$ cat src/rtl/rv32i_pkg.sv
// ---------------------------------------------------------------------------
// rv32i_pkg
// Shared RV32I decode constants for the ID/EX slice:
//   - major opcodes for register-register and register-immediate ALU ops
//   - funct3 / funct7 encodings of the supported ALU operations
//   - 4-bit ALU control codes consumed by the execute stage
//   - the ID/EX bundle type held in the pipeline register
// ---------------------------------------------------------------------------
package rv32i_pkg;

    localparam int RV_XLEN = 32;

    // Major opcodes
    localparam logic [6:0] OPC_OP     = 7'b0110011;   // R-type ALU
    localparam logic [6:0] OPC_OP_IMM = 7'b0010011;   // I-type ALU

    // funct3 encodings of the supported operations
    localparam logic [2:0] F3_ADD_SUB = 3'b000;
    localparam logic [2:0] F3_SLT     = 3'b010;
    localparam logic [2:0] F3_XOR     = 3'b100;
    localparam logic [2:0] F3_OR      = 3'b110;
    localparam logic [2:0] F3_AND     = 3'b111;

    // funct7 encodings accepted on R-type
    localparam logic [6:0] F7_BASE = 7'b0000000;
    localparam logic [6:0] F7_ALT  = 7'b0100000;   // selects SUB on funct3 000

    // ALU control codes
    typedef enum logic [3:0] {
        ALU_AND = 4'b0000,
        ALU_OR  = 4'b0001,
        ALU_ADD = 4'b0010,
        ALU_SUB = 4'b0110,
        ALU_SLT = 4'b0111,
        ALU_XOR = 4'b1100
    } alu_op_e;

    // Contents of the ID/EX pipeline register
    typedef struct packed {
        logic [RV_XLEN-1:0] a;
        logic [RV_XLEN-1:0] b;
        alu_op_e            alu;
        logic [4:0]         rd;
        logic               reg_write;
        logic               illegal;
    } idex_bundle_t;

endpackage

$ cat src/rtl/regfile.sv
// ---------------------------------------------------------------------------
// regfile
// 32 x XLEN integer register file, two combinational read ports and one
// synchronous write port. x0 is hard-wired to zero: writes to it are dropped
// and reads of it return zero. All registers clear on asynchronous reset,
// which is why this is built from flops rather than inferred block RAM.
//
// Ports:
//   clk, rst_n          clock, asynchronous active-low reset
//   rs1_addr, rs1_data  read port 1 (combinational)
//   rs2_addr, rs2_data  read port 2 (combinational)
//   we, wr_addr, wr_data  write port, sampled on the rising edge of clk
// ---------------------------------------------------------------------------
module regfile #(
    parameter int XLEN = 32
) (
    input  logic            clk,
    input  logic            rst_n,
    input  logic [4:0]      rs1_addr,
    output logic [XLEN-1:0] rs1_data,
    input  logic [4:0]      rs2_addr,
    output logic [XLEN-1:0] rs2_data,
    input  logic            we,
    input  logic [4:0]      wr_addr,
    input  logic [XLEN-1:0] wr_data
);

    logic [XLEN-1:0] regs_reg [32];

    always_ff @(posedge clk or negedge rst_n) begin
        if (!rst_n) begin
            for (int i = 0; i < 32; i++) begin
                regs_reg[i] <= '0;
            end
        end else if (we && (wr_addr != 5'd0)) begin
            regs_reg[wr_addr] <= wr_data;
        end
    end

    // Entry 0 is never written, but the explicit zero keeps x0 reads
    // independent of its storage.
    assign rs1_data = (rs1_addr == 5'd0) ? '0 : regs_reg[rs1_addr];
    assign rs2_data = (rs2_addr == 5'd0) ? '0 : regs_reg[rs2_addr];

endmodule

$ cat src/rtl/id_ex_stage.sv
// ---------------------------------------------------------------------------
// id_ex_stage
// RV32I decode stage plus ID/EX pipeline register for a small integer ALU
// subset (ADD/SUB/SLT/XOR/OR/AND and their immediate forms). Reads operands
// from the register file with same-cycle writeback bypass, decodes the ALU
// control, and holds the result bundle behind a valid/ready handshake.
//
// Ports:
//   clk, rst_n            clock, asynchronous active-low reset
//   in_valid/in_ready     upstream handshake, in_instr is the RV32I word
//   wb_en/wb_rd/wb_data   register file write port from writeback
//   flush                 drop the held bundle and the incoming instruction
//   out_valid/out_ready   downstream handshake to execute
//   out_a, out_b          ALU operands (rs1, rs2 or sign-extended immediate)
//   out_alu_control       ALU operation code
//   out_rd, out_reg_write destination register and its write enable
//   out_illegal           instruction outside the supported subset
// ---------------------------------------------------------------------------
module id_ex_stage
    import rv32i_pkg::*;
#(
    parameter int XLEN = 32
) (
    input  logic            clk,
    input  logic            rst_n,
    input  logic            in_valid,
    output logic            in_ready,
    input  logic [31:0]     in_instr,
    input  logic            wb_en,
    input  logic [4:0]      wb_rd,
    input  logic [XLEN-1:0] wb_data,
    input  logic            flush,
    output logic            out_valid,
    input  logic            out_ready,
    output logic [XLEN-1:0] out_a,
    output logic [XLEN-1:0] out_b,
    output logic [3:0]      out_alu_control,
    output logic [4:0]      out_rd,
    output logic            out_reg_write,
    output logic            out_illegal
);

    // Instruction fields
    logic [6:0] opcode;
    logic [4:0] rd;
    logic [2:0] funct3;
    logic [4:0] rs1;
    logic [4:0] rs2;
    logic [6:0] funct7;

    assign opcode = in_instr[6:0];
    assign rd     = in_instr[11:7];
    assign funct3 = in_instr[14:12];
    assign rs1    = in_instr[19:15];
    assign rs2    = in_instr[24:20];
    assign funct7 = in_instr[31:25];

    // Register file and writeback bypass
    logic [XLEN-1:0] rf_rs1_data;
    logic [XLEN-1:0] rf_rs2_data;
    logic            wb_write;
    logic [XLEN-1:0] rs1_val;
    logic [XLEN-1:0] rs2_val;

    assign wb_write = wb_en && (wb_rd != 5'd0);

    regfile #(.XLEN(XLEN)) u_regfile (
        .clk      (clk),
        .rst_n    (rst_n),
        .rs1_addr (rs1),
        .rs1_data (rf_rs1_data),
        .rs2_addr (rs2),
        .rs2_data (rf_rs2_data),
        .we       (wb_write),
        .wr_addr  (wb_rd),
        .wr_data  (wb_data)
    );

    // The array only updates at the edge, so a write landing this cycle must
    // be forwarded or the instruction would see the stale value.
    assign rs1_val = (wb_write && (wb_rd == rs1)) ? wb_data : rf_rs1_data;
    assign rs2_val = (wb_write && (wb_rd == rs2)) ? wb_data : rf_rs2_data;

    // Decode
    logic         is_r;
    logic         is_i;
    logic         f3_ok;
    logic         f7_ok;
    logic         legal;
    idex_bundle_t dec_next;

    assign is_r  = (opcode == OPC_OP);
    assign is_i  = (opcode == OPC_OP_IMM);
    assign f3_ok = funct3 inside {F3_ADD_SUB, F3_SLT, F3_XOR, F3_OR, F3_AND};
    assign f7_ok = (funct7 == F7_BASE) || (funct7 == F7_ALT);
    // funct7 only qualifies R-type; for I-type those bits are immediate.
    assign legal = f3_ok && (is_i || (is_r && f7_ok));

    always_comb begin
        dec_next         = '0;
        dec_next.alu     = ALU_AND;
        dec_next.rd      = rd;
        dec_next.illegal = !legal;
        if (legal) begin
            dec_next.a         = rs1_val;
            dec_next.b         = is_r ? rs2_val : {{(XLEN-12){in_instr[31]}}, in_instr[31:20]};
            dec_next.reg_write = (rd != 5'd0);
            case (funct3)
                // ADDI carries immediate bits in funct7, so SUB is R-type only.
                F3_ADD_SUB: dec_next.alu = (is_r && (funct7 == F7_ALT)) ? ALU_SUB : ALU_ADD;
                F3_SLT:     dec_next.alu = ALU_SLT;
                F3_XOR:     dec_next.alu = ALU_XOR;
                F3_OR:      dec_next.alu = ALU_OR;
                default:    dec_next.alu = ALU_AND;
            endcase
        end
    end

    // ID/EX pipeline register
    idex_bundle_t bundle_reg;
    logic         out_valid_reg;

    // During a flush the incoming instruction is taken and thrown away, so
    // upstream never stalls on a flush cycle.
    assign in_ready = flush || !out_valid_reg || out_ready;

    always_ff @(posedge clk or negedge rst_n) begin
        if (!rst_n) begin
            out_valid_reg <= 1'b0;
            bundle_reg    <= '0;
        end else if (flush) begin
            out_valid_reg <= 1'b0;
        end else if (in_ready) begin
            out_valid_reg <= in_valid;
            if (in_valid) begin
                bundle_reg <= dec_next;
            end
        end
    end

    assign out_valid       = out_valid_reg;
    assign out_a           = bundle_reg.a;
    assign out_b           = bundle_reg.b;
    assign out_alu_control = bundle_reg.alu;
    assign out_rd          = bundle_reg.rd;
    assign out_reg_write   = bundle_reg.reg_write;
    assign out_illegal     = bundle_reg.illegal;

endmodule

$ cat config.mk
export PLATFORM = sky130hd
export DESIGN_NAME = id_ex_stage
export DESIGN_NICKNAME = d
export VERILOG_FILES = /design/src/rtl/rv32i_pkg.sv /design/src/rtl/regfile.sv /design/src/rtl/id_ex_stage.sv
export SDC_FILE = /design/constraint.sdc
export NUM_CORES = 2
export LEC_CHECK = 0
export ABC_CLOCK_PERIOD_IN_PS = 1900
export CORE_ASPECT_RATIO = 1.4
export CORE_UTILIZATION = 35
export CTS_CLUSTER_DIAMETER = 50
export DETAILED_ROUTE_END_ITERATION = 12
export GPL_TIMING_DRIVEN = 0
export PLACE_DENSITY_LB_ADDON = 0.1
export SKIP_LAST_GASP = 1
export SYNTH_ARGS = -nofsm -noshare
export SYNTH_HDL_FRONTEND = slang
export SYNTH_SLANG_ARGS = --single-unit
$ cat constraint.sdc
create_clock -name clk -period 1.9 [get_ports clk]
set_input_delay 0.19 -clock clk [delete_from_list [all_inputs] [get_ports clk]]
set_output_delay 0.19 -clock clk [all_outputs]
set_load 0.005 [all_outputs]
# [Word level (Yosys, flattened, before mapping)]
# Cells that the tools add are included.
[word_totals] reg_bits=1100 output_inout_bits=77 wordCells=99
[classes] n_lt_le_gt_ge=4 n_eq_ne=9 muxes=20 bitwise_logic=4 reduce_logical=23
[ops] operator="1024-bit bitwise mux" n=1
[ops] operator="32-bit binary-select mux with 5-bit select" n=2
[ops] operator="32-bit 2-to-1 mux" n=10
[ops] operator="32-bit demux with 5-bit select" n=1
[ops] operator="68-bit 2-to-1 mux" n=1
[ops] operator="6-bit greater-or-equal comparator, second input constant" n=3
[ops] operator="5-bit inverter with 6-bit output" n=3
[ops] operator="4-bit one-hot mux with 4 select lines" n=1
[ops] operator="5-bit nonzero test" n=3
[ops] operator="7-bit by 6-bit == test with 1-bit output, second input constant" n=2
[ops] operator="5-bit == test" n=2
[ops] operator="5-bit zero test" n=2
[ops] operator="3-bit == test, second input constant" n=3
[ops] operator="1-bit logical AND" n=8
[ops] operator="7-bit by 5-bit == test with 1-bit output, second input constant" n=1
[ops] operator="7-bit zero test" n=1
[ops] operator="6-bit by 1-bit < comparator with 1-bit output, second input constant" n=1
[ops] operator="1-bit logical OR" n=4
[ops] operator="3-bit by 2-bit == test with 1-bit output, second input constant" n=1
[ops] operator="3-bit zero test" n=1
[ops] operator="1-bit 2-to-1 mux" n=3
[ops] operator="3-bit 2-to-1 mux" n=1
[ops] operator="3-bit AND reduction" n=1
[ops] operator="1-bit zero test" n=2
[ops] operator="2 further kinds" n=2

# [Longest topological paths before layout]
[logic_depth] word_depth=8 depth_mapped=11 depth_no_buf=6

# [Modules after synthesis]
# Synthesis repeated with hierarchy kept, for this count alone.
[unflattened] hier_cells=4085 hier_area_um2=58512.4
[modules_own_cells] mod="regfile" instances=1 cells_per_inst=3667 area_per_inst_um2=54394.7 seq_area_each_um2=25624.6
[modules_own_cells] mod="id_ex_stage" instances=1 cells_per_inst=418 area_per_inst_um2=4117.7 seq_area_each_um2=1901.8

# [Worst setup path before layout]
# Ideal clock, no wire load.
[synth_timing] path_kind="input-to-reg" startpoint="input in_instr[15]" endpoint="register bundle_reg, in the netlist out_a[26]" setup_time_ns=0.126 t_arrival_ns=2.265 t_required_ns=1.774 setup_slack_ns=-0.491 stages=10 n_path_buf=5 cell_sequence="clkbuf_1 buf_2 buf_4 buf_4 buf_2 mux2i_1 o22ai_1 a2111oi_0 nor3_1 a221o_1"
[synth_between] elab_chain_cells=7 elab_cells_between_ends=10
[synth_lines] item="from (decl)" line="id_ex_stage.sv:28" rtl="input logic [31:0] in_instr,"
[synth_lines] item="5-bit inverter with 6-bit output (not written as such)" line="regfile.sv:42" rtl="assign rs1_data = (rs1_addr == 5'd0) ? '0 : regs_reg[rs1_addr];"
[synth_lines] item="32-bit binary-select mux with 5-bit select" line="regfile.sv:42"
[synth_lines] item="32-bit 2-to-1 mux (not written as such) (2 in a row)" line="regfile.sv:42"
[synth_lines] item="32-bit 2-to-1 mux" line="regfile.sv:42"
[synth_lines] item="32-bit 2-to-1 mux (*)" line="id_ex_stage.sv:81" rtl="assign rs1_val = (wb_write && (wb_rd == rs1)) ? wb_data : rf_rs1_data;"
[synth_lines] item="68-bit 2-to-1 mux (*)" line="id_ex_stage.sv:104" rtl="if (legal) begin"
[synth_lines] item="to (signal assigned)" line="id_ex_stage.sv:136" rtl="bundle_reg <= dec_next;"
[synth_lines] item="to (decl)" line="id_ex_stage.sv:120" rtl="idex_bundle_t bundle_reg;"
# Every way passes the cells marked *; elsewhere a longest branch is shown, timed or not. The select of a mux whose other input is x is not followed.
# A chain may end at the register's enable or synchronous reset.

# [Worst setup path in the final report]
[layout_timing] startpoint="input in_instr[21]" endpoint="register bundle_reg, in the netlist out_b[31]"
[layout_between] elab_chain_cells=8 elab_cells_between_ends=11
[layout_lines] item="5-bit inverter with 6-bit output (not written as such)" line="regfile.sv:43" rtl="assign rs2_data = (rs2_addr == 5'd0) ? '0 : regs_reg[rs2_addr];"
[layout_lines] item="32-bit binary-select mux with 5-bit select" line="regfile.sv:43"
[layout_lines] item="32-bit 2-to-1 mux (not written as such) (2 in a row)" line="regfile.sv:43"
[layout_lines] item="32-bit 2-to-1 mux" line="regfile.sv:43"
[layout_lines] item="32-bit 2-to-1 mux (*)" line="id_ex_stage.sv:82" rtl="assign rs2_val = (wb_write && (wb_rd == rs2)) ? wb_data : rf_rs2_data;"
[layout_lines] item="32-bit 2-to-1 mux (*)" line="id_ex_stage.sv:106" rtl="dec_next.b = is_r ? rs2_val : {{(XLEN-12){in_instr[31]}}, in_instr[31:20]};"
[layout_lines] item="68-bit 2-to-1 mux (*)" line="id_ex_stage.sv:104"
# Marked as above.

==> impl_results.md <==
- Status: complete, but fails checks
- Failing checks: hold timing, setup timing
- Synthesized area per cell: 14.4 um2
- Clk_lat worst skew: 830 ps
- Worst slew margin: 0.0694
- Final setup margin: -641 ps
- # H-tree levels: 4
- Initial DRC Count: 4520
- Top-area cell type share of the netlist area: 0.479
- Root buf cell: clkbuf_16
- R2R Path End: out_b[19]
- Worst Skew: 37.8 ps
- Syn-to-layout area delta: 23.3%
- Count leader, synth: dfrtp_1
- Synth Flop Type: dfrtp_1
- Die span in y: 481 um
- Clock Sinks: 1100
- WS Path Type: in2reg
- Placer Congestion: 0.993
- Critical Path RT: 2590 ps
- Post-synthesis register bit count: 1100
- Worst EP arrival: 3230 ps
- Die width: 344 um
- Vias per inst: 6.51
- Max reg flops: 1024
- Mapped Area: 57500 um2
- Antenna violations before repair: 12
- CP startpoint kind: input port
- NetSw: 22.0 mW
- Worst slew pin tran: 1400 ps
- Period utilization: 1.34
- Critical path peak fanout: 10
- Hold Vio Cnt, Final: 318
- Share of layout cells above drive strength 1: 0.425
- CTS buffer count: 139
- Total congestion overflow: 0
- Total track usage: 0.368
- Synth area leaders: dfrtp_1 48%, mux4_2 16%, mux2_2 13%, mux2_1 7.6%, mux2i_1 3.6%
- Async S/R FF share, synth: 1.00
- Largest net degree at the start of global routing: 160
- First-pass GRT wire length: 402000 um
- Vias: 43000
- Net Sw Frac: 0.296
- Post-synth top cells: 1100 x dfrtp_1, 655 x mux2_2, 408 x mux4_2
- Leakage: 31.0 nW
- I/O Buffers: 142
- Gate power share: 0.201
- Syn. warnings: 0
- HPWL after DPL: 205000 um
- TritonRoute pass-1 iters: 6
- RSZ-0062 raised after global routing: true
- Cell count after synthesis: 3977
- FF-to-FF path depth: 8
- Nets: 4448
- Post-synth EDFFs: 0
- Clk slew on worst S/H paths: 60 ps
- I/O Pins: 152
- VDD IR max: 0.986 mV
- Starting Density: 0.353
- Area leader, netlist: dfrtp_1
- Final min period: 2540 ps
- Tot Pwr: 74.1 mW
- Reg2reg start: out_valid
- Row count: 175
- Core area: 163000 um2
- Clock power frac: 0.382
- Min-delay worst type: in2async
- Setup crit end kind: flip-flop
- Pint: 52.1 mW
- Max frequency: 0.393 GHz
- Fin. max-slew vios: 0
- Sequential share of the synthesized area: 0.479
- DRT Wirelength: 305000 um
- Setup violations, final: 144
- Wire per inst: 46.1 um
- Syn Nets: 4052
- DR DRC count: 0
- Vias in the first global route: 43300
- Die area: 166000 um2
- Hold slack: -561 ps
- R2r setup slk: -510 ps
- Max-cap violations: 0
- Pwr dens: 1050 nW/um2
- CTS tree: done
- Final ANT Viol Nets: 0
- Synth cell types: 64
- Flop pwr share: 0.416
- Clk buf depth: 3
-- worst max path at each step --
stage                                start                       to  slack [ps]  depth (start not counted)
floorplan                     in_instr[28]                out_b[11]        -330                          7
global placement                     rst_n  u_regfile.regs_reg[947]      -53220                          1
detailed placement            in_instr[22]                out_b[14]       -3370                          8
CTS                 u_regfile.regs_reg[72]                 out_a[8]        -690                          5
global route                     out_valid                out_b[19]        -560                          8
finish                        in_instr[21]                out_b[31]        -640                          7
-- power groups by stage --
| stage | registers [mW] | logic [mW] | clock network [mW] |
|---|---|---|---|
| floorplan | 29.9 | 9.28 | 0 |
| global placement | 31.1 | 13.3 | 0 |
| detailed placement | 31.1 | 13.9 | 0 |
| CTS | 30.7 | 14.5 | 28.5 |
| global route | 31.3 | 15.4 | 29.3 |
| finish | 30.8 | 14.9 | 28.3 |
-- logic make-up (layout without fill, tap and decap cells) --
| family | after synthesis | after routing | synth area share |
|---|---|---|---|
| buffers and inverters | 460 | 965 | 0.0325 |
| other | 0 | 8 | 0 |
| AOI/OAI and AO/OA | 458 | 458 | 0.0622 |
| DFF | 1100 | 1100 | 0.479 |
| xor gates and xnor gates | 10 | 10 | 0.00152 |
| and+or+nand+nor | 288 | 288 | 0.0239 |
| muxes | 1661 | 1661 | 0.401 |
-- layer usage --
metal | wire length [um] | track usage | vias to the layer above
met5 | 361 | 0.0147 | -
met4 | 32600 | 0.326 | 6
met3 | 26100 | 0.102 | 997
met2 | 136000 | 0.557 | 2587
met1 | 109000 | 0.424 | 23300
li1 | - | - | 16200
-- area by class of cell --
cell class | count | area (um2)
Antenna cell | 8 | 20.0
Tap cell | 2124 | 2660
Buffer | 441 | 3400
Timing Repair Buffer | 261 | 3000
Fill cell | 14900 | 91800
Multi-Input combinational cell | 2417 | 29400
Clock buffer | 204 | 4260
Inverter | 13 | 48.8
Sequential cell | 1100 | 27500
Clock inverter | 46 | 554
-- stage by stage --
stage               cells  TNS [ps]  area, um2  worst slack, ps   util
CTS                  6576    -48760      70100             -693  0.431
global placement     6243         -      62100           -53220  0.382
detailed placement   6260  -2091470      62600            -3370  0.385
finish               6614    -29180      70900             -641  0.436
global route         6608    -30710      70800             -561  0.435
floorplan            3977    -11190      58000             -329      -
-- layout by cell type, fill, tap and decap left out, drive strengths merged, types with 29 or more instances in the layout --
| cell | netlist | final |
|---|---|---|
| a21oi | 68 | 68 |
| a221o | 32 | 32 |
| a221oi | 29 | 29 |
| a22oi | 70 | 70 |
| buf | 132 | 245 |
| clkbuf | 315 | 507 |
| clkdlybuf4s50 | 0 | 72 |
| dfrtp | 1100 | 1100 |
| dlygate4sd2 | 0 | 57 |
| mux2 | 1045 | 1045 |
| mux2i | 208 | 208 |
| mux4 | 408 | 408 |
| nand2 | 78 | 78 |
| nand3 | 45 | 45 |
| nor2 | 76 | 76 |
| o221ai | 36 | 36 |
| o22ai | 64 | 64 |
-- critical path, stage by stage --
cell and delay, ps:
clkbuf_2 430, buf_4 400, buf_4 390, clkbuf_2 650, mux4_2 410, o22ai_1 580
o41ai_4 100
-- timing repair --
action,4_1_cts,5_1_grt
setup buffers,62,30
pin swaps,44,52
endpoints found under the hold margin,282,253
resized for setup,733,158
endpoints found under the setup margin,1403,789
hold buffers,6,4
cloned,9,2
No activity file was read; power rests on OpenSTA's default activity.
